--- config.mk ---
export PLATFORM = sky130hd
export DESIGN_NAME = zbt_bitstream_shifter
export DESIGN_NICKNAME = d
export VERILOG_FILES = /design/src/rtl/zbt_bitstream_shifter.sv
export SDC_FILE = /design/constraint.sdc
export NUM_CORES = 1
export LEC_CHECK = 0
export BUFFER_PORTS_ARGS = -buffer_cell sky130_fd_sc_hd__buf_4
export CAP_MARGIN = 10
export CORE_MARGIN = 10
export CORE_UTILIZATION = 35
export DETAILED_ROUTE_END_ITERATION = 8
export HOLD_SLACK_MARGIN = 0.03
export MAX_ROUTING_LAYER = met4
export PLACE_DENSITY = 0.62
export RECOVER_POWER = 25
export REMOVE_ABC_BUFFERS = 1
export SLEW_MARGIN = 20
export SYNTH_ARGS = -nofsm -noshare
export SYNTH_HDL_FRONTEND = slang
export SYNTH_SLANG_ARGS = --single-unit
--- constraint.sdc ---
create_clock -name clock -period 6.1 [get_ports clock]
set_input_delay 0 -clock clock [delete_from_list [all_inputs] [get_ports clock]]
set_output_delay 0 -clock clock [all_outputs]
set_load 0.02 [all_outputs]
--- src/rtl/zbt_bitstream_shifter.sv ---
// zbt_bitstream_shifter
//   Fetches an inclusive, optionally wrapping range of 32-bit words from ZBT
//   SRAM into an on-chip FIFO and presents an MSB-first 32-bit look-ahead
//   window that the consumer may advance by 0..32 bits per cycle.
//
// Optional feature: define ZBT_BITSTR_BYTE_ALIGN_EN to add Byte_Align_I and a
//   consumed-bit position counter (mod 8) used to discard up to the next byte
//   boundary.
//
// Ports
//   clock, reset        rising-edge clock, synchronous active-high reset
//   Start_I             flush and start fetching Start_Address_I..End_Address_I
//   Start_Address_I     first word address
//   End_Address_I       last word address (inclusive)
//   ZBT_Busy_I          arbiter stall, no read issued while high
//   ZBT_Read_En_O       read strobe (one word per cycle)
//   ZBT_Address_O       read address
//   ZBT_Data_I          read data, valid READ_LATENCY cycles after the strobe
//   Shift_En_I          consume Shift_Amount_I bits this cycle
//   Shift_Amount_I      bits to consume, 0..32 legal
//   Byte_Align_I        (optional) discard bits up to the next byte boundary
//   Bitstream_Data_O    top 32 bits of the window, MSB = next bit
//   Bits_Available_O    valid bits in the window, 0..64
//   Valid_O             Bits_Available_O >= 32
//   Stream_End_O        range fully fetched and consumed
//   Shift_Error_O       one-cycle pulse after a rejected request
module zbt_bitstream_shifter #(
  parameter int unsigned ADDR_WIDTH     = 19,
  parameter int unsigned BUF_ADDR_WIDTH = 4,
  parameter int unsigned READ_LATENCY   = 3
) (
  input  logic                  clock,
  input  logic                  reset,
  input  logic                  Start_I,
  input  logic [ADDR_WIDTH-1:0] Start_Address_I,
  input  logic [ADDR_WIDTH-1:0] End_Address_I,
  input  logic                  ZBT_Busy_I,
  output logic                  ZBT_Read_En_O,
  output logic [ADDR_WIDTH-1:0] ZBT_Address_O,
  input  logic [31:0]           ZBT_Data_I,
  input  logic                  Shift_En_I,
  input  logic [5:0]            Shift_Amount_I,
`ifdef ZBT_BITSTR_BYTE_ALIGN_EN
  input  logic                  Byte_Align_I,
`endif
  output logic [31:0]           Bitstream_Data_O,
  output logic [6:0]            Bits_Available_O,
  output logic                  Valid_O,
  output logic                  Stream_End_O,
  output logic                  Shift_Error_O
);

  localparam int unsigned DEPTH = 1 << BUF_ADDR_WIDTH;

  localparam logic [ADDR_WIDTH-1:0]     ADDR_ONE = 1;
  localparam logic [BUF_ADDR_WIDTH-1:0] PTR_ONE  = 1;
  localparam logic [BUF_ADDR_WIDTH:0]   CNT_ONE  = 1;
  localparam logic [BUF_ADDR_WIDTH+1:0] OCC_MAX  = DEPTH;

  // Fetch side
  logic                    r_active;
  logic                    r_end_issued;
  logic [ADDR_WIDTH-1:0]   r_addr;
  logic [ADDR_WIDTH-1:0]   r_end;
  logic [READ_LATENCY-1:0] r_vld;
  logic [BUF_ADDR_WIDTH:0] r_inflight;

  // FIFO
  logic [31:0]               r_mem [DEPTH];
  logic [BUF_ADDR_WIDTH-1:0] r_wptr;
  logic [BUF_ADDR_WIDTH-1:0] r_rptr;
  logic [BUF_ADDR_WIDTH:0]   r_count;

  // Window
  logic [63:0] r_win;
  logic [6:0]  r_bits;
  logic        r_err;

`ifdef ZBT_BITSTR_BYTE_ALIGN_EN
  logic [2:0]  r_pos;
  logic [2:0]  w_align;
`endif

  logic [BUF_ADDR_WIDTH+1:0] w_occ;
  logic                      w_issue;
  logic                      w_arrive;
  logic [READ_LATENCY-1:0]   w_vld_nx;
  logic                      w_req;
  logic                      w_conflict;
  logic [5:0]                w_amt;
  logic                      w_accept;
  logic                      w_err;
  logic [6:0]                w_sh;
  logic [6:0]                w_bits_sh;
  logic [63:0]               w_win_sh;
  logic                      w_refill;
  logic [63:0]               w_win_nx;
  logic [6:0]                w_bits_nx;

  // FIFO count plus reads still in flight bounds issue, so arriving data
  // always finds a free slot.
  always_comb begin
    w_occ    = {1'b0, r_count} + {1'b0, r_inflight};
    w_issue  = r_active & ~reset & ~Start_I & ~r_end_issued & ~ZBT_Busy_I &
               (w_occ < OCC_MAX);
    w_arrive = r_vld[READ_LATENCY-1];
    w_vld_nx    = r_vld << 1;
    w_vld_nx[0] = w_issue;
  end

  always_comb begin
    w_req      = Shift_En_I;
    w_amt      = Shift_Amount_I;
    w_conflict = 1'b0;
`ifdef ZBT_BITSTR_BYTE_ALIGN_EN
    w_align = 3'd0 - r_pos;
    if (Byte_Align_I) begin
      w_req      = 1'b1;
      w_amt      = {3'b000, w_align};
      w_conflict = Shift_En_I;
    end
`endif
    w_accept  = w_req & ~w_conflict & ({1'b0, w_amt} <= 7'd32) &
                ({1'b0, w_amt} <= r_bits);
    w_err     = w_req & ~w_accept;
    w_sh      = w_accept ? {1'b0, w_amt} : '0;
    w_bits_sh = r_bits - w_sh;
    w_win_sh  = r_win << w_sh;
    // The FIFO head lands directly below the bits left after the shift.
    w_refill  = (w_bits_sh <= 7'd32) && (r_count != '0);
    w_win_nx  = w_win_sh;
    w_bits_nx = w_bits_sh;
    if (w_refill) begin
      w_win_nx  = w_win_sh | ({r_mem[r_rptr], 32'h0} >> w_bits_sh);
      w_bits_nx = w_bits_sh + 7'd32;
    end
  end

  always_ff @(posedge clock) begin
    if (reset) begin
      r_active     <= 1'b0;
      r_end_issued <= 1'b0;
      r_addr       <= '0;
      r_end        <= '0;
      r_vld        <= '0;
      r_inflight   <= '0;
      r_wptr       <= '0;
      r_rptr       <= '0;
      r_count      <= '0;
      r_win        <= '0;
      r_bits       <= '0;
      r_err        <= 1'b0;
`ifdef ZBT_BITSTR_BYTE_ALIGN_EN
      r_pos        <= '0;
`endif
    end else if (Start_I) begin
      r_active     <= 1'b1;
      r_end_issued <= 1'b0;
      r_addr       <= Start_Address_I;
      r_end        <= End_Address_I;
      r_vld        <= '0;
      r_inflight   <= '0;
      r_wptr       <= '0;
      r_rptr       <= '0;
      r_count      <= '0;
      r_win        <= '0;
      r_bits       <= '0;
      r_err        <= 1'b0;
`ifdef ZBT_BITSTR_BYTE_ALIGN_EN
      r_pos        <= '0;
`endif
    end else begin
      if (w_issue) begin
        r_addr <= r_addr + ADDR_ONE;
        if (r_addr == r_end) r_end_issued <= 1'b1;
      end
      r_vld <= w_vld_nx;
      unique case ({w_issue, w_arrive})
        2'b10:   r_inflight <= r_inflight + CNT_ONE;
        2'b01:   r_inflight <= r_inflight - CNT_ONE;
        default: ;
      endcase
      if (w_arrive) r_wptr <= r_wptr + PTR_ONE;
      if (w_refill) r_rptr <= r_rptr + PTR_ONE;
      unique case ({w_arrive, w_refill})
        2'b10:   r_count <= r_count + CNT_ONE;
        2'b01:   r_count <= r_count - CNT_ONE;
        default: ;
      endcase
      r_win  <= w_win_nx;
      r_bits <= w_bits_nx;
      r_err  <= w_err;
`ifdef ZBT_BITSTR_BYTE_ALIGN_EN
      if (w_accept) r_pos <= r_pos + w_amt[2:0];
`endif
    end
  end

  always_ff @(posedge clock) begin
    if (w_arrive && !reset && !Start_I) r_mem[r_wptr] <= ZBT_Data_I;
  end

  assign ZBT_Read_En_O    = w_issue;
  assign ZBT_Address_O    = r_addr;
  assign Bitstream_Data_O = r_win[63:32];
  assign Bits_Available_O = r_bits;
  assign Valid_O          = (r_bits >= 7'd32);
  assign Stream_End_O     = r_active & r_end_issued & (r_inflight == '0) &
                            (r_count == '0) & (r_bits == '0);
  assign Shift_Error_O    = r_err;

endmodule

# Word level (Yosys, flattened, before mapping)
# Memory sizes are Yosys's and may differ from the RTL's. A register that Yosys moved wholly into a read port is not among the register bits.
# Cells that the tools add are included.
totals:
  inputBits: 81
  out_inout_bits: 62
  ramBits: 512
  regBits: 133
  mem_count: 1
  word_cells: 78
memory_table:
  columns: ["memory", "words", "width", "read_ports", "rd_clocked_by_memory_dff", "write_ports", "line_no", "source"]
  rows:
  - ["r_mem", 16, 32, 1, 1, 1, "69", "logic [31:0] r_mem [DEPTH];"]
classes:
  n_lt_le_gt_ge: 5
  eq_ne: 5
  n_shift: 2
  n_addsub: 10
  n_bitwise: 18
  n_reduce_logical: 14
  mux: 11
ops:
  columns: ["operator", "n"]
  rows:
  - ["two-way mux 64 bit", 1]
  - ["OR 64 bit", 1]
  - ["left shift 64 x 6 -> 64 bit", 1]
  - [">> shifter 64 x 7 -> 64 bit", 1]
  - ["two-way mux 19 bit", 2]
  - ["case mux 5 bit (2 select lines)", 2]
  - ["adder 19 x 1 -> 19 bit (second input constant)", 1]
  - ["== test 19 bit", 1]
  - ["AND 1 bit", 12]
  - ["adder 5 x 1 -> 5 bit (second input constant)", 2]
  - ["logical NOT 5 bit", 2]
  - ["subtractor 5 x 1 -> 5 bit (second input constant)", 2]
  - ["adder 4 x 1 -> 4 bit (second input constant)", 2]
  - ["two-way mux 4 bit", 2]
  - ["adder 7 x 6 -> 7 bit (second input constant)", 1]
  - [">= comparator 7 x 6 -> 1 bit (second input constant)", 1]
  - ["<= comparator 6 x 7 -> 1 bit", 1]
  - ["<= comparator 7 x 6 -> 1 bit (second input constant)", 1]
  - ["logical NOT 7 bit", 1]
  - ["two-way mux 7 bit", 1]
  - ["subtractor 7 x 6 -> 7 bit", 1]
  - ["adder 5 x 5 -> 6 bit", 1]
  - ["<= comparator 6 bit (second input constant)", 1]
  - ["< comparator 6 x 5 -> 1 bit (second input constant)", 1]
  - ["other kinds (11)", 23]

# Logic depth before layout (Yosys ltp)
# Gate-level depths: netlist of the first run.
logic_depth:
  word_depth: 9
  mapped_depth: 30
  ltp_nobuf: 24

# Worst setup path after synthesis of the first run
# Ideal clock, no wire load.
synth_timing:
  kind: "reg-to-reg"
  start: "reg r_bits[4] (netlist: Bits_Available_O[4])"
  end: "reg r_count[4]"
  path_stages_with_launch: 29
  n_path_buf: 4
  slack_ns: -0.144
  t_required_ns: 6.030
  setup_time_ns: 0.070
  arrival_time_ns: 6.173
  synth_period_minus_slack_ns: 6.244
  cell_sequence: "dfxtp_1 -> inv_1 -> ha_1 -> a211oi_1 -> or2_2 -> a22oi_1 -> nor3_2 -> inv_2 -> buf_1 -> clkbuf_1 -> ha_1 -> o21ai_0 -> a2111oi_0 -> a211o_1 -> inv_1 -> clkbuf_1 -> ha_1 -> a21oi_1 -> nor2_1 -> ha_1 -> clkbuf_1 -> xor2_1 -> ha_1 -> o21ai_0 -> a21oi_1 -> a21oi_1 -> xor2_1 -> or3_1 -> a21oi_1"
synth_between:
  elab_chain_cells: 8
  elab_cells_between_ends: 10
  classes_between: "1 x add/sub; 2 x order compare; 2 x eq/ne; 2 x mux; 1 x bitwise; 2 x reduce/logical"
synth_rtl:
  columns: ["item", "line_no", "source"]
  rows:
  - ["from (decl)", "76", "logic [6:0] r_bits;"]
  - ["from (signal assigned)", "191", "r_bits <= w_bits_nx;"]
  - ["<= comparator 6 x 7 -> 1 bit", "124", "({1'b0, w_amt} <= r_bits);"]
  - ["AND 1 bit", "123", "w_accept = w_req & ~w_conflict & ({1'b0, w_amt} <= 7'd32) &"]
  - ["two-way mux 6 bit", "126", "w_sh = w_accept ? {1'b0, w_amt} : '0;"]
  - ["subtractor 7 x 6 -> 7 bit *", "127", "w_bits_sh = r_bits - w_sh;"]
  - ["<= comparator 7 x 6 -> 1 bit *", "130", "w_refill = (w_bits_sh <= 7'd32) && (r_count != '0);"]
  - ["logical AND 1 bit *", "130", null]
  - ["== test 2 x 1 -> 1 bit / == test 2 bit (equally long branches)", "185", "unique case ({w_arrive, w_refill})"]
  - ["case mux 5 bit (2 select lines) / nonzero test 2 bit (equally long branches)", null, null]
  - ["to (signal assigned)", "186", "2'b10: r_count <= r_count + CNT_ONE;"]
  - ["to (signal assigned)", "187", "2'b01: r_count <= r_count - CNT_ONE;"]
  - ["to (decl)", "72", "logic [BUF_ADDR_WIDTH:0] r_count;"]
# Mark *: on every way between the ends. The rest lies on a longest branch, timed or not.
# A chain may end at the register's enable or synchronous reset.

# Worst setup path in the final report of the first run
# Same ends and word-level chain as after synthesis.

==> results of run 1 <==
## metrics by stage
| step | util | power [mW] |
|---|---|---|
| after floorplan | - | 6.33 |
| after global placement | 0.374 | 7.29 |
| after detailed placement | 0.374 | 7.27 |
| after CTS | 0.414 | 11.8 |
| after global routing | 0.413 | 12.2 |
| final | 0.413 | 11.8 |
## worst paths after layout
path                                  startpoint                      end  cells past startpoint
hold reg to reg              r_vld[1]$_SDFF_PP0_      r_vld[2]$_SDFF_PP0_                      1
setup / recovery  Bits_Available_O[4]$_SDFF_PP0_  r_count[4]$_SDFFE_PP0P_                     25
hold / removal                 Shift_Amount_I[3]     r_win[50]$_SDFF_PP0_                      5
setup reg to reg  Bits_Available_O[4]$_SDFF_PP0_  r_count[4]$_SDFFE_PP0P_                     25
## registers in the layout, indices dropped and copies added, names as in the netlist, 3 cells and up, named ones only
signal,cells
r_rptr,4
r_inflight,5
r_mem,512
r_wptr,4
Bits_Available_O,7
r_vld,3
r_win,64
r_end,19
r_count,5
ZBT_Address_O,19
## metal layers
layer | global-route usage | vias to the layer above
li1 | - | 11200
met1 | 0.265 | 12900
met2 | 0.317 | 1410
met3 | 0.0332 | 317
met4 | 0.0813 | 0
met5 | - | -
## final cells by class
| class | count | area share |
|---|---|---|
| sequential | 649 | 0.454 |
| multi-input combinational | 1829 | 0.366 |
| timing repair buffer | 360 | 0.0752 |
| clock buffer | 85 | 0.0463 |
| tap | 1276 | 0.0399 |
| clock inverter | 45 | 0.0136 |
| inverter | 54 | 0.00510 |
| antenna | 5 | 0.000313 |
## tightest hold or removal path, stage by stage
cell and delay (ns):
buf_4 0.14, nor4b_1 0.09, a21o_1 0.18, o21ai_0 0.15, o32ai_1 0.12
## layout by cell type (no fill, tap or decap), types with 30 or more instances in the layout
master,n
clkbuf_16,71
nor3_1,38
mux2i_1,208
nand3_1,88
o22ai_1,50
nand2_1,199
inv_1,45
mux2_2,69
dfxtp_1,133
a21oi_1,137
mux4_2,109
dlygate4sd3_1,146
o21ai_0,72
buf_4,189
a22oi_1,71
clkbuf_1,35
o211ai_1,30
nor2_1,210
edfxtp_1,512
ha_1,30
## Yosys cell counts, types with 14 or more instances
master	number	area, µm²
edfxtp_1	512	15400
nor2_1	213	800
mux2i_1	208	2080
nand2_1	199	747
a21oi_1	139	696
dfxtp_1	137	2740
mux4_2	109	2450
nand3_1	88	440
clkbuf_1	85	319
a22oi_1	72	541
o21ai_0	72	360
mux2_2	69	777
buf_2	54	270
o22ai_1	50	313
inv_1	47	176
buf_4	41	308
nor3_1	38	190
and2_1	31	194
ha_1	31	388
o211ai_1	30	225
a31oi_1	26	163
o32ai_1	25	219
xor2_1	24	210
xnor2_1	22	193
mux4_1	21	552
nand4_1	21	131
a211oi_1	19	143
buf_1	19	71.3
a221o_1	18	180
buf_6	16	180
o221ai_1	16	140
or3_1	16	100
a221oi_1	15	131
and3_1	15	93.8
a21o_1	14	105
nor4_1	14	87.6
o21a_1	14	105
## what timing repair did
| action | in CTS | in global routing |
|---|---|---|
| buffers inserted | 0 | 0 |
| hold buffers | 146 | 0 |
| gates resized for setup | 0 | 2 |
| endpoints found under the setup margin | 0 | 1 |
| hold endpoints to repair | 557 | 0 |
## where the power goes
group	switching, mW	internal [mW]
sequential	0.0531	4.80
clock	1.86	2.54
combinational	1.68	0.833
## logic make-up after synthesis
family | count (synthesis) | share of synthesized area
adder cells (fa/ha/maj) | 33 | 0.0126
multiplexers | 415 | 0.176
XOR/XNOR | 46 | 0.0118
AO/OA/AOI/OAI | 634 | 0.131
AND/OR/NAND/NOR | 701 | 0.0954
buffers and inverters | 273 | 0.0417
flip-flops | 649 | 0.532
==> results.py, run 1 <==
metrics = {
    "drt": {
        "m1WireLength_mm": 46.3,
        "wl_per_cell_um": 26.6,
        "drt_iter0_drc": 3457,
        "finalWirelength_mm": 114,
        "via_per_inst": 6.00,
        "drtPass1Iterations": 8,
        "ant_nets": 0,
        "route.detailed.drc": 0,
        "vias": 25800,
        "dr_wl_met2_mm": 53.7,
        "dr.max_layer_used": "met4",
        "wl_met3_mm": 9.30,
    },
    "place": {
        "numPortBuffers": 142,
        "dp_hpwl_mm": 74.6,
        "placed_area_um2": 36200,
        "placedCellCount": 4022,
        "pre_cts_ws_ns": 0.261,
        "gp_congestion": 1.02,
    },
    "clock_network": {
        "clkTransAtPathRegs_ns": 0.07,
        "clk_latency_ns": 0.63,
        "cts_max_level": 3,
        "cts_tree": "built",
        "clockRootBuffer": "clkbuf_16",
        "numClockSinks": 649,
        "cts.path.max_buffers": 3,
        "cts_buffers": 71,
    },
    "floorplanning": {
        "die_w_um": 332,
        "die_h_um": 332,
        "floorplan.initialDensity": 0.352,
        "fp-row-count": 114,
        "core_um2": 96700,
        "die_area_um2": 110000,
        "io_pins": 143,
    },
    "sta": {
        "finalSetupTns_ns": 0,
        "hold_violations": 0,
        "max_clock_freq_mhz": 182,
        "finClkSkew_ns": 0.0431,
        "hold_ws_ns": 0.117,
        "rsz0062_at_grt": "false",
        "tightest_slew_ns": 1.15,
        "layout_min_cycle_time_ns": 5.49,
        "period_share": 0.900,
        "slew_headroom": 0.228,
        "finalSetupViolations": 0,
        "slew_viol_final": 0,
        "layout_setup_ws_ns": 0.610,
    },
    "critical_path": {
        "critPathMaxFanout": 8,
        "critical_path_class": "reg -> reg",
        "cp_slowest_cell": "fa_2",
        "slowest_delay_ns": 0.45,
        "critPathBufInv": 4,
        "endpoint_kind": "flip-flop",
        "cp_common_cell": "a21oi_1",
        "cp.arrival_ns": 6.04,
        "cp_top_family": "adder cells",
        "crit_required_ns": 6.65,
        "start_kind": "flip-flop",
        "reg2reg_setup_slack_ns": 0.61,
    },
    "yosys": {
        "synth_edf_count": 512,
        "synth_seq_cells": 649,
        "yosysUniqueCellTypes": 98,
        "ys_seq_area_frac": 0.532,
        "async_flop_share": 0,
        "synth_area_per_cell_um2": 12.4,
        "syn_area_um2": 34100,
        "syn_inst": 2751,
        "synthFlopType": "edfxtp_1",
        "yosys_warnings": 0,
    },
    "flow_run": {
        "cap_violations": 0,
    },
    "layout": {
        "final_layout_size_suffix_gt1_frac": 0.185,
        "syn_to_final_growth_pct": 17.3,
        "nFillCells": 8994,
        "nNetsFinal": 3079,
        "final-seq-area_um2": 18100,
        "final_cells": 4303,
        "multi_input_area_um2": 14600,
        "fin_area_um2": 40000,
    },
    "global_route": {
        "grt_max_degree": 76,
        "grt-ovfl-total": 0,
        "antenna_found_initial": 4,
        "gr-usage-all-layers": 0.204,
        "grt_pass1_wl_mm": 169,
        "grt_pass1_vias": 25200,
    },
    "pwr": {
        "leakage_nw": 13.7,
        "power_per_cell_area_nw_per_um2": 294,
        "ir_drop_uv": 280,
    },
    "worst_hold_path": {
        "hp-class": "in -> reg",
    },
    "run_status": {
        "status": "completed",
    },
}
Note: power is estimated with default switching activity, not from simulation.
==> inputs of run 2 (changes only) <==
PLACE_DENSITY = 0.6   (was 0.62)
clock period = 5.2 ns   (was 6.1 ns; I/O delays follow)
==> run 2 against run 1 <==
- hold slack better by 0.064 ns
- flip-flop and latch count unchanged
- clock power up 14%
- total power up 17%
- final area up 0.22%
- sequential share of layout area down 0.10 points
- combinational power up 23%
- first-iteration DRC count down 11%
- final cell count up 0.46%
- global-route usage up 0.41 points
==> results.py, run 2 (synthesized netlist as in run 1, its figures left out) <==
metrics = {
    "run_status": {
        "status": "completed",
    },
    "clock_network": {
        "numClockSinks": 649,
        "cts_tree": "built",
        "cts_max_level": 3,
        "cts_buffers": 74,
        "cts.path.max_buffers": 3,
        "clk_latency_ns": 0.67,
        "clockRootBuffer": "clkbuf_16",
        "clkTransAtPathRegs_ns": 0.06,
    },
    "critical_path": {
        "start_kind": "flip-flop",
        "cp_slowest_cell": "a221o_1",
        "path_cells": "inv_1 -> ha_1 -> o21bai_1 -> or2_2 -> a22oi_1 -> buf_4 -> nor2_4 -> fa_2 -> xnor2_2 -> buf_4 -> nor2_1 -> a22oi_1 -> nand2_1 -> o21ai_0 -> a211oi_1 -> a221o_1 -> a22oi_1 -> o22ai_1",
        "cp_common_cell": "a22oi_1",
        "crit_required_ns": 5.68,
        "critical_path_class": "reg -> reg",
        "slowest_delay_ns": 0.53,
        "cp.arrival_ns": 5.45,
        "endpoint_kind": "flip-flop",
        "critPathMaxFanout": 16,
    },
    "drt": {
        "wl_met3_mm": 8.91,
        "wl_per_cell_um": 26.9,
        "m1WireLength_mm": 47.7,
        "drt_iter0_drc": 3061,
        "drtPass1Iterations": 7,
        "route.detailed.drc": 0,
        "dr_wl_met2_mm": 54.3,
        "via_per_inst": 5.96,
        "ant_nets": 0,
        "dr.max_layer_used": "met4",
        "vias": 25800,
        "finalWirelength_mm": 116,
    },
    "global_route": {
        "grt-ovfl-total": 0,
        "grt_pass1_wl_mm": 171,
        "grt_max_degree": 63,
        "gr-usage-all-layers": 0.208,
        "antenna_found_initial": 5,
        "grt_pass1_vias": 25300,
    },
    "floorplanning": {
        "fp-row-count": 114,
        "core_um2": 96700,
        "die_area_um2": 110000,
        "floorplan.initialDensity": 0.352,
        "die_w_um": 332,
        "die_h_um": 332,
        "io_pins": 143,
    },
    "sta": {
        "finalSetupViolations": 0,
        "rsz0062_at_grt": "false",
        "max_clock_freq_mhz": 201,
        "hold_violations": 0,
        "period_share": 0.956,
        "slew_viol_final": 0,
        "slew_headroom": 0.333,
        "finalSetupTns_ns": 0,
        "tightest_slew_ns": 0.997,
        "finClkSkew_ns": 0.0714,
        "layout_min_cycle_time_ns": 4.97,
    },
    "layout": {
        "fin_area_um2": 40100,
        "regMostFlops": "r_mem",
        "syn_to_final_growth_pct": 17.6,
        "final_layout_size_suffix_gt1_frac": 0.202,
        "final_common_cell": "edfxtp_1",
        "nFillCells": 9046,
        "largest_reg_flops": 512,
        "biggestRegsByFlops": "r_mem (512), r_win (64)",
        "nNetsFinal": 3101,
        "layout_common_cells": "edfxtp_1, buf_4, nor2_1, mux2i_1, nand2_1",
    },
    "pwr": {
        "ir_drop_uv": 299,
        "power.internal_mw": 9.43,
        "power_per_cell_area_nw_per_um2": 344,
        "pwr-share-comb": 0.223,
        "leakage_nw": 13.8,
        "power_frac_seq": 0.413,
        "switching_share": 0.316,
        "p_clk_frac": 0.364,
        "p_switching_mw": 4.36,
    },
    "flow_run": {
        "cap_violations": 0,
    },
    "place": {
        "numPortBuffers": 142,
        "gp_congestion": 1.03,
        "placed_area_um2": 36600,
        "dp_hpwl_mm": 78.3,
    },
    "worst_hold_path": {
        "hp-class": "in -> reg",
    },
}
-- run 2: changes by cell type in the layout (fill, tap and decap cells not counted), sizes merged --
cell,change
buf,+50
inv,+1
bufinv,-7
clkbuf,-1
clkinvlp,+5
clkinv,+3
dlygate4sd3,-31
-- run 2: cell type report --
cell class | instances | area, µm² | area share
multi-input combinational | 1829 | 14700 | 0.366
tap | 1276 | 1600 | 0.0399
timing repair buffer | 379 | 3110 | 0.0776
antenna | 5 | 12.5 | 0.000312
inverter | 54 | 204 | 0.00509
sequential | 649 | 18100 | 0.453
clock inverter | 47 | 422 | 0.0105
clock buffer | 84 | 1910 | 0.0477
-- run 2: through the flow --
step	hold slack, ns	util	setup WS [ns]	std cells	total power [mW]
floorplan	0.0691	-	-4.12	2532	7.43
global placement	0.231	0.378	0.214	4070	8.68
detailed placement	0.240	0.378	0.158	4070	8.66
CTS	0.142	0.414	0.0999	4316	13.8
global route	0.207	0.414	0.0303	4323	14.2
finish	0.182	0.414	0.227	4323	13.8
-- run 2: path summary, 6_finish.rpt --
kind / depth (start not counted) / end / slack [ns] / startpoint
max: 18 / r_win[16]$_SDFF_PP0_ / 0.23 / Bits_Available_O[5]$_SDFF_PP0_
min: 5 / r_win[52]$_SDFF_PP0_ / 0.18 / Shift_Amount_I[5]
max reg2reg: 18 / r_win[16]$_SDFF_PP0_ / 0.23 / Bits_Available_O[5]$_SDFF_PP0_
min reg2reg: 1 / r_vld[1]$_SDFF_PP0_ / 0.42 / r_vld[0]$_SDFF_PP0_
-- run 2: metal layers --
| layer | global-route usage | vias up |
|---|---|---|
| li1 | - | 11300 |
| met2 | 0.323 | 1300 |
| met3 | 0.0315 | 327 |
| met5 | - | - |
| met1 | 0.268 | 12900 |
| met4 | 0.0939 | 0 |
-- run 2: critical path, delay by kind of cell (launching register included) --
kind                       cells  cell delay, ns
AOI/OAI and AO/OA              8            2.08
xor gates and xnor gates       1            0.43
adders and majority gates      2            0.74
buffers and inverters          3            0.57
DFF                            1            0.35
and+or+nand+nor                4            0.64
-- run 2: power groups by stage --
| stage | clock, mW | sequential, mW | combinational, mW |
|---|---|---|---|
| 4_1_cts | 5.11 | 5.69 | 2.95 |
| 5_1_grt | 5.33 | 5.70 | 3.22 |
| 2_1_floorplan | 0 | 5.82 | 1.61 |
| 3_5_place_dp | 0 | 5.80 | 2.86 |
| 6_report | 5.02 | 5.70 | 3.08 |
| 3_3_place_gp | 0 | 5.80 | 2.88 |
-- run 2: what timing repair did --
| action | CTS | global route |
|---|---|---|
| pin swaps | 0 | 1 |
| setup buffers | 0 | 2 |
| setup endpoints to repair | 1 | 1 |
| resized for setup | 2 | 12 |
| hold buffers | 115 | 0 |
| endpoints found under the hold margin | 565 | 0 |
